### config.mk
export PLATFORM = sky130hd
export DESIGN_NAME = fifo_wr_arb
export DESIGN_NICKNAME = d
export VERILOG_FILES = /design/src/rtl/fifo_wr_arb.sv
export SDC_FILE = /design/constraint.sdc
export NUM_CORES = 1
export LEC_CHECK = 0
export CORE_ASPECT_RATIO = 1.1
export CORE_UTILIZATION = 41
export DETAILED_ROUTE_END_ITERATION = 8
export MAX_ROUTING_LAYER = met4
export PLACE_DENSITY_LB_ADDON = 0.1
export SYNTH_ARGS = -nofsm -noshare
export SYNTH_HDL_FRONTEND = slang
export SYNTH_SLANG_ARGS = --single-unit
### constraint.sdc
create_clock -name i_clk -period 2.3 [get_ports i_clk]
set_input_delay 0.46 -clock i_clk [delete_from_list [all_inputs] [get_ports i_clk]]
set_output_delay 0.46 -clock i_clk [all_outputs]
set_load 0.03 [all_outputs]
### src/rtl/fifo_wr_arb.sv
// Packet-locking round-robin arbiter that merges NUM_IN requesters onto one FIFO write port.
// A grant is held until eop is accepted or the granted requester stays idle for TIMEOUT cycles.
module fifo_wr_arb #(
  parameter int unsigned NUM_IN   = 4,
  parameter int unsigned DAT_BITS = 8,
  parameter int unsigned TIMEOUT  = 16
) (
  input  logic                               i_clk,
  input  logic                               i_rst,
  input  logic [NUM_IN-1:0]                  i_val,
  input  logic [NUM_IN-1:0][DAT_BITS-1:0]    i_dat,
  input  logic [NUM_IN-1:0]                  i_eop,
  output logic [NUM_IN-1:0]                  o_rdy,
  output logic                               o_val,
  output logic [DAT_BITS-1:0]                o_dat,
  output logic                               o_eop,
  output logic [$clog2(NUM_IN)-1:0]          o_src,
  input  logic                               i_rdy,
  output logic                               o_timeout
);

  localparam int unsigned IW = $clog2(NUM_IN);
  localparam int unsigned CW = $clog2(TIMEOUT + 1);

  typedef enum logic {IDLE, LOCK} state_e;

  state_e                state_q;
  logic [IW-1:0]         grant_q;
  logic [IW-1:0]         last_q;
  logic [CW-1:0]         cnt_q;
  logic                  val_q;
  logic [DAT_BITS-1:0]   dat_q;
  logic                  eop_q;
  logic [IW-1:0]         src_q;
  logic                  to_q;

  logic [IW-1:0]         sel_c;
  logic [IW-1:0]         idx_c;
  logic                  found_c;
  logic                  gval_c;
  logic                  geop_c;
  logic                  rdy_g_c;
  logic                  req_xfer_c;
  logic                  out_xfer_c;

  // Round-robin search starting just after the last granted requester
  always_comb begin
    sel_c   = '0;
    idx_c   = '0;
    found_c = 1'b0;
    for (int unsigned i = 1; i <= NUM_IN; i++) begin
      idx_c = IW'((32'(last_q) + i) % NUM_IN);
      if (!found_c && i_val[idx_c]) begin
        found_c = 1'b1;
        sel_c   = idx_c;
      end
    end
  end

  assign gval_c     = i_val[grant_q];
  assign geop_c     = i_eop[grant_q];
  assign rdy_g_c    = (state_q == LOCK) && (!val_q || i_rdy);
  assign req_xfer_c = gval_c && rdy_g_c;
  assign out_xfer_c = val_q && i_rdy;

  always_comb begin
    o_rdy          = '0;
    o_rdy[grant_q] = rdy_g_c;
  end

  always_ff @(posedge i_clk) begin
    if (i_rst) begin
      state_q <= IDLE;
      grant_q <= '0;
      last_q  <= IW'(NUM_IN - 1);
      cnt_q   <= '0;
      val_q   <= 1'b0;
      dat_q   <= '0;
      eop_q   <= 1'b0;
      src_q   <= '0;
      to_q    <= 1'b0;
    end else begin
      to_q <= 1'b0;

      // Single output register: reload on accept, otherwise clear once drained
      if (req_xfer_c) begin
        val_q <= 1'b1;
        dat_q <= i_dat[grant_q];
        eop_q <= geop_c;
        src_q <= grant_q;
      end else if (out_xfer_c) begin
        val_q <= 1'b0;
      end

      case (state_q)
        IDLE: begin
          if (found_c) begin
            state_q <= LOCK;
            grant_q <= sel_c;
            cnt_q   <= '0;
          end
        end
        LOCK: begin
          if (req_xfer_c) begin
            cnt_q <= '0;
            if (geop_c) begin
              state_q <= IDLE;
              last_q  <= grant_q;
            end
          end else if (!gval_c) begin
            // Idle granted requester: count toward forced release
            if (cnt_q == CW'(TIMEOUT - 1)) begin
              state_q <= IDLE;
              last_q  <= grant_q;
              to_q    <= 1'b1;
              cnt_q   <= '0;
            end else begin
              cnt_q <= cnt_q + CW'(1);
            end
          end
        end
        default: state_q <= IDLE;
      endcase
    end
  end

  assign o_val     = val_q;
  assign o_dat     = dat_q;
  assign o_eop     = eop_q;
  assign o_src     = src_q;
  assign o_timeout = to_q;

endmodule

==> metrics.csv, run 1 <==
stage,metric,value,unit
setup_path,reg2reg_from,grant_q[0],
yosys,synth.net_count,190,
clock_tree,cts_setup_buffers,0,
setup_path,cp.buffers_inverters,2,
timing,maxSlewViolCount,0,
yosys,synth_xor_area_frac,0,
setup_path,critPathRequiredTime,1.84,ns
clock_tree,ctsHoldBuffers,0,
timing,fin_crit_sh,0.8891,
setup_path,arrival,1.58,ns
floorplanning,start_util,0.4335,
power_and_ir_drop,p_clk_frac,0.193,
yosys,yosysTopAreaCell,dfxtp_1,
route,routed_via_density,5.616,
route,wl,3387,µm
power_and_ir_drop,internal_power,0.6780,mW
route,initialDrtViolationCount,35,
yosys,synth_seq_cells,23,
final_layout,final_util,0.6568,
route,wire_per_inst,14.00,µm
clock_tree,cts_tree,built,
clock_tree,cts_root_buf,clkbuf_4,
power_and_ir_drop,pwr-share-seq,0.457,
power_and_ir_drop,sw_frac_of_total,0.3037,
timing,tns,0,ns
setup_path,worstSetupPathType,input port to primary output,
final_layout,fill_cells,266,
global_route,grt_max_degree,23,
route,ant_nets,0,
global_route,gr-total-overflow,0,
yosys,synth_top_family_by_area,simple AND/OR/NAND/NOR gates,
hold_path,worstHoldPathType,flip-flop to flip-flop,
yosys,muxShareOfSynthArea,0.1913,
clock_tree,path_clk_slew,0.12,ns
final_layout,drive_above_1_share,0.1490,
global_route,antenna_found_initial,0,
global_route,grt_pass1_vias,1207,
yosys,synth_top_area_share,0.3485,
setup_path,crit_path_max_fanout,3,
power_and_ir_drop,power,0.9737,mW
timing,timing.hold.ws,0.4626,ns
yosys,syn-instance-count,146,
floorplanning,dieArea,3454,µm²
route,via_count,1359,
hold_path,hold_start,o_dat[6],
setup_path,path_cells,clkdlybuf4s50_1 -> nand2b_1 -> nand2_1 -> nor3_1 -> buf_4,
yosys,yosys-top-cells-area,"dfxtp_1 (35%), mux4_2 (14%), nand2_1 (7.7%)",
yosys,synth_area,1321,µm²
route,route.detailed.drc,0,
yosys,synth-compound-area-share,0.1780,
setup_path,cp-endpoint,o_rdy[0],
clock_tree,clkLatencyLatePin,0.30,ns
power_and_ir_drop,power_density,486.4,nW/µm²
floorplanning,fp.coreArea,3048,µm²
final_layout,stdcell_area,2002,µm²
yosys,synth-async-reset-ratio,0,
final_layout,final_cell_mix,"clkdlybuf4s50_1 (55), nand2_1 (27), dfxtp_1 (23)",
clock_tree,cts_buffer_depth,2,
power_and_ir_drop,p_leak,0.7431,nW
timing,setup_viol,0,
clock_tree,cts-htree-levels,1,
clock_tree,ctsResizeCount,0,
power_and_ir_drop,irDropWorstVdd,394.9,µV
clock_tree,clkSinkCount,23,
timing,slew-limit-headroom,0.7440,
timing,rsz0062_at_grt,no,
outcome,outcome,"complete, no violations",
yosys,synth_edf_count,0,
yosys,syn_avg_cell_area,9.050,µm²
setup_path,cp-end-kind,primary output,
power_and_ir_drop,switchingPower,0.2958,mW
setup_path,cp.depth,5,
timing,fmax,0.4890,GHz
floorplanning,fp-row-count,21,
timing,skew,0.005750,ns
yosys,synth-simple-area-share,0.2074,
yosys,synth_adder_area_share,0.009470,
floorplanning,die_height,61.54,µm
final_layout,diodes,0,
setup_path,r2r_slack,0.55,ns
placed_design,place_area,1976,µm²
yosys,yosys_warnings,0,
setup_path,cpPeakStageDelay,0.47,ns
route,firstDrtPassIters,4,
final_layout,fin_nets,253,
job,drv_cap,0,
setup_path,critPathSlowestCell,clkdlybuf4s50_1,
floorplanning,fp.dieW,56.13,µm
floorplanning,io_pins,60,
timing,tightest_slew,0.3841,ns
power_and_ir_drop,p_comb_frac,0.350,
placed_design,gp_congestion,0.8379,
yosys,yosysUniqueCellTypes,38,
timing,fin_crit,2.045,ns
setup_path,reg2reg_depth,4,
setup_path,r2r_end,cnt_q[3],
placed_design,io_buffers,59,
setup_path,crit_path_start_kind,input port,
yosys,synthFlopType,dfxtp_1,
final_layout,syn_to_final_growth,51.52,%
yosys,ys_seq_area_frac,0.3485,
setup_path,cp_top_family,buffers and inverters,
clock_tree,cts_buffers,3,
global_route,grt_pass1_wl,5271,µm
global_route,track_usage,0.2005,
timing,hold_viol_final,0,
placed_design,hpwl,2752,µm
setup_path,critPathLaunch,i_rdy,
final_layout,mostFrequentLayoutCell,clkdlybuf4s50_1,
## stage by stage
step	cells	setup WS, ns
6_report	242	0.2551
5_1_grt	242	0.1376
4_1_cts	242	0.2452
3_5_place_dp	238	0.04649
3_3_place_gp	238	0.1142
2_1_floorplan	146	0.2262
## how the worst min path moves through the flow
stage,cells past startpoint,endpoint,slack (ns)
2_1_floorplan,2,cnt_q[1],0.46
3_3_place_gp,2,o_dat[0],0.44
3_5_place_dp,2,o_dat[1],0.45
4_1_cts,2,o_dat[1],0.47
5_1_grt,2,o_dat[7],0.48
6_report,2,o_dat[6],0.46
## power by group through the flow
stage          Combinational, mW  Sequential [mW]  Clock [mW]
3_5_place_dp               0.342            0.454           0
6_report                   0.341            0.445       0.188
2_1_floorplan              0.176            0.472           0
3_3_place_gp               0.334            0.453           0
4_1_cts                    0.343            0.445       0.192
5_1_grt                    0.366            0.448       0.207
## layout make-up
cell class,count,area [µm²],share of cell area
well taps,34,42.54,0.02125
multi-input cells,105,774.5,0.3869
inverters,6,22.52,0.01125
flip-flops and latches,23,460.4,0.2300
repair buffers,70,675.6,0.3375
clock buffers,4,26.28,0.01313
## flip-flops by register name (all words and copies together) (netlist names)
signal and count:
o_eop 1, grant_q 2, last_q 2, cnt_q 5
o_timeout 1, o_dat 8, o_src 2, o_val 1
state_q 1
## layer usage
layer,up-vias,GRT usage,share of wire
li1,657,-,-
met1,657,0.2317,0.41
met2,43,0.3759,0.54
met3,2,0.02731,0.049
met4,0,0.04530,0.0038
met5,-,-,0
## logic make-up after synthesis
family / Yosys count
simple gates: 56
compound gates: 36
flops: 23
buf+inv: 18
mux: 12
fa+ha+maj: 1
## cell usage after synthesis (all sizes together), types with 2 or more instances
| master | count |
|---|---|
| nand2 | 27 |
| and3 | 2 |
| mux2i | 2 |
| nand4 | 3 |
| mux4 | 10 |
| a31oi | 3 |
| buf | 3 |
| dfxtp | 23 |
| nor2 | 8 |
| a21oi | 17 |
| nand3 | 4 |
| o221ai | 2 |
| clkbuf | 9 |
| o21ai | 3 |
| a211oi | 3 |
| nand2b | 2 |
| inv | 6 |
| nor3 | 5 |
## worst min-delay path: cells and delay by family (launching register included)
| kind | cells | cell delay [ns] |
|---|---|---|
| and+or+nand+nor | 1 | 0.05 |
| AOI/OAI and AO/OA | 1 | 0.05 |
| DFF | 1 | 0.33 |
Note: power is estimated with default switching activity, not from simulation.
==> run 2, diff against run 1 <==
--- a/config.mk
+++ b/config.mk
@@ -10,6 +10,7 @@
 export DETAILED_ROUTE_END_ITERATION = 8
 export MAX_ROUTING_LAYER = met4
 export PLACE_DENSITY_LB_ADDON = 0.1
+export REMOVE_ABC_BUFFERS = 1
 export SYNTH_ARGS = -nofsm -noshare
 export SYNTH_HDL_FRONTEND = slang
 export SYNTH_SLANG_ARGS = --single-unit
==> constraint.sdc (replaced) <==
create_clock -name i_clk -period 2.2 [get_ports i_clk]
set_input_delay 0.44 -clock i_clk [delete_from_list [all_inputs] [get_ports i_clk]]
set_output_delay 0.44 -clock i_clk [all_outputs]
set_load 0.03 [all_outputs]
==> run 2 against run 1 <==
Compared with the run above: sequential cell count unchanged; utilization barely moved; largest power group unchanged; register-to-register slack worse by 0.13 ns; sequential power increased by 5.4%; die area stayed put; via count down 0.15%; combinational power rose by 3%; highest routed layer unchanged; non-clock buffer count unchanged; sequential share of layout area is essentially flat; wire length rose by 2.2%.
==> metrics.csv, run 2 (synthesis results as in run 1) <==
stage,metric,value,unit,change
outcome,outcome,"complete, no violations",,
setup_path,crit_path_start_kind,flip-flop,,
clock_tree,cts_root_buf,clkbuf_4,,
final_layout,multi_input_area,774.5,µm²,unchanged
placed_design,io_buffers,59,,unchanged
final_layout,layout.area.seq,460.4,µm²,unchanged
clock_tree,cts_setup_buffers,0,,unchanged
final_layout,fin_nets,253,,unchanged
floorplanning,io_pins,60,,unchanged
clock_tree,clkSinkCount,23,,unchanged
job,drv_cap,0,,unchanged
timing,fin_crit_sh,0.8973,,
route,via_count,1357,,-0.15%
setup_path,critPathRequiredTime,1.76,ns,-0.08 ns
route,top_layer_used,met4,,
power_and_ir_drop,irDropWorstVdd,337.6,µV,-15%
final_layout,drive_above_1_share,0.1538,,+0.004808
final_layout,diodes,0,,unchanged
timing,tns,0,ns,unchanged
clock_tree,path_clk_slew,0.14,ns,+0.02 ns
timing,skew,0.009959,ns,+0.004209 ns
power_and_ir_drop,p_leak,0.7457,nW,+0.34%
floorplanning,fp.coreArea,3048,µm²,unchanged
route,initialDrtViolationCount,44,,+26%
power_and_ir_drop,power_density,510.0,nW/µm²,+4.9%
timing,fin_crit,1.974,ns,
placed_design,gp_congestion,0.8245,,-1.6%
global_route,grt_pass1_wl,5354,µm,+1.6%
global_route,grt_pass1_vias,1213,,+0.50%
floorplanning,fp.dieW,56.13,µm,unchanged
timing,slew-limit-headroom,0.6427,,-0.1013
timing,fmax,0.5066,GHz,
clock_tree,cts_buffers,3,,unchanged
timing,tightest_slew,0.5352,ns,+0.1512 ns
clock_tree,ctsResizeCount,0,,unchanged
route,routed_via_density,5.607,,-0.15%
final_layout,fin_cells,242,,unchanged
route,wire_per_inst,14.31,µm,+2.2%
setup_path,worstSetupPathType,flip-flop to primary output,,
route,ant_nets,0,,unchanged
final_layout,fill_cells,272,,+2.3%
route,wl_met2,1825,µm,-0.22%
timing,maxSlewViolCount,0,,unchanged
global_route,antenna_found_initial,0,,unchanged
clock_tree,clkLatencyLatePin,0.31,ns,about the same
global_route,gr-total-overflow,0,,unchanged
final_layout,mostFrequentLayoutCell,clkdlybuf4s50_1,,
timing,hold_viol_final,0,,unchanged
floorplanning,dieArea,3454,µm²,unchanged
floorplanning,fp-row-count,21,,unchanged
final_layout,final_cell_mix,"clkdlybuf4s50_1 (55), nand2_1 (27), dfxtp_1 (23)",,
setup_path,crit_path_max_fanout,9,,+6
hold_path,worstHoldPathType,flip-flop to flip-flop,,
timing,setup_viol,0,,unchanged
clock_tree,ctsHoldBuffers,0,,unchanged
route,route.detailed.drc,0,,unchanged
clock_tree,cts_buffer_depth,2,,unchanged
setup_path,cp-end-kind,primary output,,
clock_tree,cts_tree,built,,
route,firstDrtPassIters,4,,unchanged
route,wl_met1,1465,µm,+6.3%
global_route,track_usage,0.2096,,+0.009083
floorplanning,start_util,0.4335,,unchanged
global_route,grt_max_degree,23,,unchanged
final_layout,syn_to_final_growth,51.61,%,about the same
route,wl,3462,µm,+2.2%
placed_design,hpwl,2703,µm,-1.8%
final_layout,largest_reg_flops,8,,unchanged
setup_path,arrival,1.53,ns,-0.05 ns
route,wl_met3,149,µm,-9.7%
clock_tree,cts-htree-levels,1,,unchanged
floorplanning,die_height,61.54,µm,unchanged
timing,rsz0062_at_grt,no,,
placed_design,dp_cells,238,,unchanged
## run 2: changes by cell type in the layout (fill, tap and decap cells not counted), sizes merged
cell / change
clkinv: +1
clkbuf: -1
## run 2: path summary, 6_finish.rpt
kind,start,endpoint,slack [ns],depth (start not counted)
max,grant_q[1],o_rdy[2],0.23,4
min,o_dat[4],o_dat[4],0.46,2
max reg2reg,grant_q[0],last_q[1],0.42,5
min reg2reg,o_dat[4],o_dat[4],0.46,2
## run 2: final cells by class
cell class              count  share of cell area
multi-input cells         105              0.3866
clock inverters             1            0.002498
clock buffers               3             0.01124
flip-flops and latches     23              0.2299
inverters                   6             0.01124
well taps                  34             0.02124
repair buffers             70              0.3373
## run 2: per-stage QoR
| stage | worst slack [ns] | cell area (µm²) | hold WS (ns) | utilization | total power, mW |
|---|---|---|---|---|---|
| detailed placement | 0.01058 | 1976 | 0.4478 | 0.6482 | 0.8311 |
| finish | 0.2260 | 2003 | 0.4633 | 0.6572 | 1.022 |
| CTS | 0.1834 | 2003 | 0.4652 | 0.6572 | 1.030 |
| floorplan | 0.1537 | 1257 | 0.4553 | - | 0.6539 |
| global placement | 0.06724 | 1976 | 0.4430 | 0.6482 | 0.8221 |
| global route | 0.07642 | 2003 | 0.4802 | 0.6572 | 1.076 |
## run 2: where the power goes
| part | internal [mW] | total, mW | switching, mW |
|---|---|---|---|
| clock network | 0.0679 | 0.200 | 0.132 |
| logic | 0.195 | 0.352 | 0.157 |
| registers | 0.442 | 0.469 | 0.0276 |
| total | 0.705 | 1.02 | 0.317 |
## run 2: critical path: stages (launching register included)
cell and delay (ns):
dfxtp_1 0.55, buf_4 0.24, inv_1 0.06, nor3_1 0.19, buf_4 0.19
## run 2: routing by layer
layer | GRT usage | up-vias
met2 | 0.3776 | 43
met1 | 0.2412 | 648
li1 | - | 664
met3 | 0.03361 | 2
met4 | 0.07317 | 0
met5 | - | -
==> run 3, diff against run 2 <==
--- a/config.mk
+++ b/config.mk
@@ -9,7 +9,7 @@
 export CORE_UTILIZATION = 41
 export DETAILED_ROUTE_END_ITERATION = 8
 export MAX_ROUTING_LAYER = met4
-export PLACE_DENSITY_LB_ADDON = 0.1
+export PLACE_DENSITY_LB_ADDON = 0.12
 export REMOVE_ABC_BUFFERS = 1
 export SYNTH_ARGS = -nofsm -noshare
 export SYNTH_HDL_FRONTEND = slang
==> run 3 against run 2 <==
Compared with the run above: clock power down 4%; global-route usage up 0.53 points; register-to-register slack worse by 0.02 ns; critical path type is now input port to primary output; highest routed layer unchanged.
==> metrics.csv, run 3 (synthesis results as in run 1) <==
stage,metric,value,unit,change
outcome,outcome,"complete, no violations",,
global_route,grt_max_degree,16,,-30%
clock_tree,ctsHoldBuffers,0,,unchanged
setup_path,cpPeakStageDelay,0.46,ns,-0.09 ns
placed_design,hpwl,2787,µm,+3.1%
final_layout,final_util,0.6572,,unchanged
timing,tns,0,ns,unchanged
setup_path,cp-end-kind,primary output,,
global_route,grt_pass1_vias,1279,,+5.4%
power_and_ir_drop,irDropWorstVdd,411.1,µV,+22%
global_route,grt_pass1_wl,5678,µm,+6.1%
final_layout,mostFrequentLayoutCell,clkdlybuf4s50_1,,
timing,hold_viol_final,0,,unchanged
final_layout,fin_nets,253,,unchanged
floorplanning,die_height,61.54,µm,unchanged
timing,slew-limit-headroom,0.6680,,+0.02527
clock_tree,clkSinkCount,23,,unchanged
setup_path,r2r_slack,0.40,ns,-0.02 ns
floorplanning,dieArea,3454,µm²,unchanged
timing,maxSlewViolCount,0,,unchanged
final_layout,layout.area.seq,460.4,µm²,unchanged
clock_tree,cts_setup_buffers,0,,unchanged
timing,fin_ws,0.2365,ns,+0.01042 ns
route,wire_per_inst,14.43,µm,+0.84%
power_and_ir_drop,power_density,507.1,nW/µm²,-0.56%
setup_path,critPathSlowestCell,clkdlybuf4s50_1,,
final_layout,drive_above_1_share,0.1538,,unchanged
clock_tree,path_clk_slew,0.13,ns,about the same
timing,setup_viol,0,,unchanged
global_route,gr-total-overflow,0,,unchanged
floorplanning,start_util,0.4335,,unchanged
route,firstDrtPassIters,4,,unchanged
timing,tightest_slew,0.4965,ns,-0.03873 ns
timing,fin_crit,1.964,ns,-0.01042 ns
timing,skew,0.003609,ns,-0.006350 ns
timing,fmax,0.5093,GHz,+0.53%
final_layout,final_cell_mix,"clkdlybuf4s50_1 (55), nand2_1 (27), dfxtp_1 (23)",,
clock_tree,cts_buffers,3,,unchanged
floorplanning,fp.dieW,56.13,µm,unchanged
placed_design,place_ws,0.01683,ns,+0.006248 ns
clock_tree,cts_tree,built,,
setup_path,crit_path_start_kind,input port,,
floorplanning,fp-row-count,21,,unchanged
floorplanning,fp.coreArea,3048,µm²,unchanged
clock_tree,cts-htree-levels,1,,unchanged
final_layout,multi_input_area,774.5,µm²,unchanged
route,wl,3491,µm,+0.84%
setup_path,cp_top_family,buffers and inverters,,
route,initialDrtViolationCount,38,,-14%
placed_design,gp_congestion,0.8584,,+4.1%
clock_tree,ctsResizeCount,0,,unchanged
job,drv_cap,0,,unchanged
route,route.detailed.drc,0,,unchanged
placed_design,place_area,1976,µm²,unchanged
clock_tree,clkLatencyLatePin,0.30,ns,about the same
route,routed_via_density,5.645,,+0.66%
setup_path,path_cells,clkdlybuf4s50_1 -> nand2b_1 -> nand2_1 -> nor3_1 -> buf_4,,
route,ant_nets,0,,unchanged
final_layout,stdcell_area,2003,µm²,unchanged
setup_path,worstSetupPathType,input port to primary output,,
timing,rsz0062_at_grt,no,,
global_route,track_usage,0.2148,,+0.005270
setup_path,cp.buffers_inverters,2,,-1
final_layout,largest_reg_flops,8,,unchanged
global_route,antenna_found_initial,0,,unchanged
timing,fin_crit_sh,0.8925,,-0.004738
power_and_ir_drop,p_leak,0.7455,nW,about the same
clock_tree,cts_root_buf,clkbuf_4,,
setup_path,arrival,1.52,ns,about the same
placed_design,io_buffers,59,,unchanged
route,via_count,1366,,+0.66%
final_layout,diodes,0,,unchanged
hold_path,worstHoldPathType,flip-flop to flip-flop,,
final_layout,syn_to_final_growth,51.61,%,unchanged
setup_path,crit_path_max_fanout,3,,-6
clock_tree,cts_buffer_depth,2,,unchanged
final_layout,fill_cells,253,,-7.0%
floorplanning,io_pins,60,,unchanged
setup_path,critPathRequiredTime,1.76,ns,about the same
==> run 3: tightest hold or removal path, stage by stage, from the launching register on <==
cell and delay, ns:
dfxtp_1 0.34, nand2_1 0.05, a21oi_1 0.05
==> run 3: per-stage QoR <==
step	hold slack [ns]	std cells	power, mW
after floorplan	0.4553	134	0.6539
after global placement	0.4417	238	0.8231
after detailed placement	0.4507	238	0.8326
after CTS	0.4720	242	1.026
after global routing	0.4945	242	1.074
final	0.4712	242	1.016
==> run 3: path summary, 6_finish.rpt <==
| kind | from | end | cells after the start |
|---|---|---|---|
| worst max register to register | grant_q[0] | last_q[1] | 4 |
| worst max-delay path | i_rdy | o_rdy[2] | 5 |
| worst min-delay path | o_src[0] | o_src[0] | 2 |
| worst min register to register | o_src[0] | o_src[0] | 2 |
==> run 3: layer usage <==
metal | track usage | share of wire | vias up
li1 | - | - | 662
met1 | 0.2438 | 0.39 | 649
met2 | 0.4184 | 0.54 | 53
met3 | 0.01471 | 0.053 | 2
met4 | 0.05226 | 0.0083 | 0
met5 | - | 0 | -
==> run 3: power breakdown <==
part	total, mW	switching, mW	internal (mW)
clock	0.193	0.125	0.0677
sequential	0.467	0.0251	0.442
combinational	0.356	0.161	0.195
total	1.02	0.312	0.704
==> run 3: final cells by class <==
| class | count | share of cell area |
|---|---|---|
| Clock inverter | 1 | 0.002498 |
| Inverter | 6 | 0.01124 |
| Tap cell | 34 | 0.02124 |
| Multi-Input combinational cell | 105 | 0.3866 |
| Clock buffer | 3 | 0.01124 |
| Timing Repair Buffer | 70 | 0.3373 |
| Sequential cell | 23 | 0.2299 |
==> RTL edit 1: new RTL, config.mk and constraints of run 2 <==
Make the reset (`i_rst`) asynchronous in one clocked block.
--- a/src/rtl/fifo_wr_arb.sv
+++ b/src/rtl/fifo_wr_arb.sv
@@ -68,7 +68,7 @@
     o_rdy[grant_q] = rdy_g_c;
   end
 
-  always_ff @(posedge i_clk) begin
+  always_ff @(posedge i_clk or posedge i_rst) begin
     if (i_rst) begin
       state_q <= IDLE;
       grant_q <= '0;
Function: differs if i_rst is asserted again (counterexample within 4 cycles, from zero or initial values and one cycle with i_rst high); with i_rst held inactive, the same outputs for 10 cycles.
==> RTL edit 1 against run 2 <==
- maximum frequency is 2.0% lower
- the flow now finishes with violations (design-rule violations)
- sequential cell count stayed put
- critical path type is now in -> out
- critical path depth increased by 1
- cell area rose by 2.4%
- largest cell class unchanged
- register-to-register slack lost 0.09 ns
- wire length fell by 8.7%
- synthesized area rose by 2.3%
- worst setup slack lost 0.040 ns
Power is not compared: it rests on default switching activity, and its combinational part moved more than twofold at a synthesized area within 25%.
==> RTL edit 1: results <==
INSERT INTO impl_metrics (metric_group, metric, value, unit) VALUES
('global_route', 'met3_usage', '2.92', '%'),
('drt', 'drt-pass1-iter-count', '6', ''),
('drt', 'drt_first_iter_violations', '45', ''),
('global_route', 'grt_first_pass_wirelength', '5420', 'µm'),
('synth', 'sequential_element_share_of_the_synthesized_area', '42.8', '%'),
('outcome', 'status', 'complete, but fails checks', ''),
('critical_path', 'regToRegStartpoint', 'grant_q[0]', ''),
('drt', 'routed-via-count', '1191', ''),
('place', 'dpl.hpwl', '2520', 'µm'),
('drt', 'drc_errors', '14', ''),
('synth', 'dominantRegCellSynth', 'dfrtp_1', ''),
('global_route', 'first_global_vias', '1268', ''),
('critical_path', 'critical_path_data_arrival_time', '1.57', 'ns'),
('critical_path', 'worst_r2r_endpoint', 'last_q[1]', ''),
('global_route', 'maximum_number_of_pins_on_one_net_before_global_route_repair', '15', ''),
('synth', 'yosysUniqueCellTypes', '36', ''),
('drt', 'met2RoutedLength', '1660', 'µm'),
('drt', 'detail_route.wirelength.met1', '1230', 'µm'),
('outcome', 'failed_checks', 'design-rule violations', ''),
('clock_tree', 'clk_transition_reported_paths', '0.12', 'ns');
## RTL edit 1: cell type report
| cell class | count | area (µm²) |
|---|---|---|
| clock buffers | 4 | 26.3 |
| flip-flops and latches | 23 | 578 |
| multi-input cells | 75 | 696 |
| repair buffers | 72 | 691 |
| fillers | 256 | 1050 |
| well taps | 34 | 42.5 |
| inverters | 5 | 18.8 |
## RTL edit 1: worst min-delay path by stage
stage / start / end / slack, ns / depth (start not counted)
floorplan: i_rst / cnt_q[0] / 0.44 / 1
global placement: o_eop / o_eop / 0.46 / 2
detailed placement: o_src[1] / o_src[1] / 0.47 / 2
CTS: i_rst / cnt_q[2] / 0.40 / 2
global route: i_rst / cnt_q[2] / 0.45 / 2
finish: i_rst / cnt_q[2] / 0.40 / 2
## RTL edit 1: metrics by stage
step | setup WS (ns) | std cells
final | 0.186 | 213
after global routing | 0.141 | 213
after CTS | 0.195 | 213
after detailed placement | -0.110 | 209
after global placement | -0.0506 | 209
after floorplan | 0.0265 | 103
## RTL edit 1: where the power goes
part	internal, mW	leakage, nW	switching [mW]
Combinational	0.826	0.600	0.767
Clock	0.0707	0.0150	0.121
Sequential	0.615	0.279	0.143
Total	1.51	0.894	1.03
## RTL edit 1: kinds of logic (layout without fill, tap and decap cells)
| group | after synthesis | count (layout) | synth area share [%] |
|---|---|---|---|
| compound gates | 23 | 23 | 12.8 |
| fa+ha+maj | 1 | 1 | 0.926 |
| buf+inv | 11 | 81 | 5.74 |
| flops | 23 | 23 | 42.8 |
| mux | 22 | 22 | 27.6 |
| simple gates | 29 | 29 | 10.2 |
## RTL edit 1: worst max-delay path, stage by stage
cell             delay, ns
clkdlybuf4s50_1       0.47
nand2b_1              0.21
nand2_1               0.10
nor3_1                0.16
buf_4                 0.19
==> RTL edit 2: new RTL, settings of run 2 <==
Made on the original files. Change the parameter `NUM_IN` from 4 to 2.
--- a/src/rtl/fifo_wr_arb.sv
+++ b/src/rtl/fifo_wr_arb.sv
@@ -1,7 +1,7 @@
 // Packet-locking round-robin arbiter that merges NUM_IN requesters onto one FIFO write port.
 // A grant is held until eop is accepted or the granted requester stays idle for TIMEOUT cycles.
 module fifo_wr_arb #(
-  parameter int unsigned NUM_IN   = 4,
+  parameter int unsigned NUM_IN   = 2,
   parameter int unsigned DAT_BITS = 8,
   parameter int unsigned TIMEOUT  = 16
 ) (
Interface: changed (5 resized); port bits go from 60 to 37. The function was not compared with the original's and may differ.
==> RTL edit 2 against run 2 <==
- utilization fell by 3.7 points
- register-to-register slack improved by 0.11 ns
- worst setup slack improved by 0.032 ns
- power fell by 18%
- synthesized area fell by 24%
- sequential cell count fell by 3
- cell area fell by 30%
- die area fell by 23%
- wire length fell by 35%
- first-iteration DRC count fell by 68%
- critical path type is now in -> out
- combinational power fell by 37%
- clock skew fell by 0.0045 ns
- sequential share of layout area rose by 5.4 points
==> RTL edit 2: results <==
INSERT INTO impl_metrics (metric_group, metric, value, unit) VALUES
('outcome', 'status', 'completed', ''),
('place', 'numPortBuffers', '36', ''),
('critical_path', 'crit_fanout', '6', ''),
('synth', 'sequential_element_share_of_the_synthesized_area', '40.0', '%'),
('sta', 'timing_worst_slew_pin_value', '0.477', 'ns'),
('place', 'place_congestion', '0.776', ''),
('global_route', 'grt_first_pass_wirelength', '3700', 'µm'),
('synth', 'synthTopCellsByCount', '20 x dfxtp_1, 13 x nor2_1, 12 x mux2i_1', ''),
('power', 'ir_drop', '393', 'µV'),
('global_route', 'grt.total_usage', '19.2', '%'),
('clock_tree', 'clk_transition_reported_paths', '0.12', 'ns'),
('global_route', 'maximum_number_of_pins_on_one_net_before_global_route_repair', '19', ''),
('place', 'dpl.hpwl', '1720', 'µm'),
('critical_path', 'worst_path_largest_cell_delay', '0.47', 'ns'),
('synth', 'synthTopCellsByArea', 'dfxtp_1 40%, mux2i_1 12%, a211oi_2 11%', ''),
('power', 'power.leakage', '0.500', 'nW'),
('finish', 'final_nets', '163', ''),
('drt', 'route.detailed.vias_per_inst', '5.29', ''),
('finish', 'drive_gt1_share', '15.2', '%'),
('critical_path', 'critical_path_data_arrival_time', '1.50', 'ns');
==> RTL edit 2: cell types whose count changed after synthesis, moves of 2 or more <==
| cell | before | now |
|---|---|---|
| a21oi_1 | 17 | 4 |
| clkbuf_1 | 9 | 4 |
| mux2i_1 | 2 | 12 |
| nand4_1 | 3 | 0 |
| o221ai_1 | 2 | 0 |
| a211oi_2 | 2 | 9 |
| nand3b_1 | 0 | 2 |
| mux4_2 | 8 | 0 |
| nor2_1 | 8 | 13 |
| inv_1 | 6 | 2 |
| nand2_1 | 27 | 5 |
| dfxtp_1 | 23 | 20 |
| mux4_1 | 2 | 0 |
==> RTL edit 2: stage by stage <==
stage | std cells | setup slack [ns] | hold WS (ns) | utilization (%) | power [mW]
finish | 168 | 0.258 | 0.475 | 62.0 | 0.837
global route | 168 | 0.189 | 0.504 | 62.0 | 0.876
CTS | 168 | 0.258 | 0.478 | 62.0 | 0.845
detailed placement | 164 | 0.175 | 0.461 | 60.4 | 0.631
global placement | 164 | 0.246 | 0.460 | 60.4 | 0.626
floorplan | 96 | 0.501 | 0.448 | - | 0.526
==> RTL edit 2: routing by layer <==
metal	up-vias	global-route usage [%]	wire [µm]
li1	447	-	-
met1	417	21.7	1010
met2	23	34.5	1130
met3	2	2.82	90
met4	0	7.35	10
met5	-	-	0
==> RTL edit 2: worst register-to-register path, cell delays in order (launching register included) <==
cell	delay [ns]
dfxtp_1	0.51
mux2i_1	0.40
and3_2	0.29
a41oi_1	0.12
a311oi_1	0.25
==> RTL edit 2: power groups by stage <==
stage	sequential [mW]	clock, mW	combinational [mW]
3_5_place_dp	0.410	0	0.221
2_1_floorplan	0.441	0	0.0853
6_report	0.401	0.215	0.220
4_1_cts	0.401	0.222	0.222
3_3_place_gp	0.409	0	0.217
5_1_grt	0.405	0.235	0.236
==> RTL edit 2: final timing paths <==
check / to / cells after the start / slack (ns) / from
worst max-delay path: o_rdy[0] / 5 / 0.26 / i_rdy
worst min-delay path: cnt_q[4] / 1 / 0.47 / cnt_q[4]
worst max register to register: cnt_q[3] / 4 / 0.53 / grant_q
worst min register to register: cnt_q[4] / 1 / 0.47 / cnt_q[4]
==> RTL edit 2: logic make-up (layout without fill, tap and decap cells) <==
family	count (synthesis)	after routing	share of synthesized area (%)
simple gates	35	35	18.0
compound gates	25	25	21.7
flops	20	20	39.9
mux	13	13	13.5
buf+inv	9	44	5.62
fa+ha+maj	1	1	1.25
==> RTL edit 2: final cells by class <==
type                       instances  area (µm²)
tap                               30        37.5
sequential                        20         400
inverter                           2        7.51
fill                             210         865
clock buffer                       4        36.3
timing repair buffer              38         383
multi-input combinational         74         546
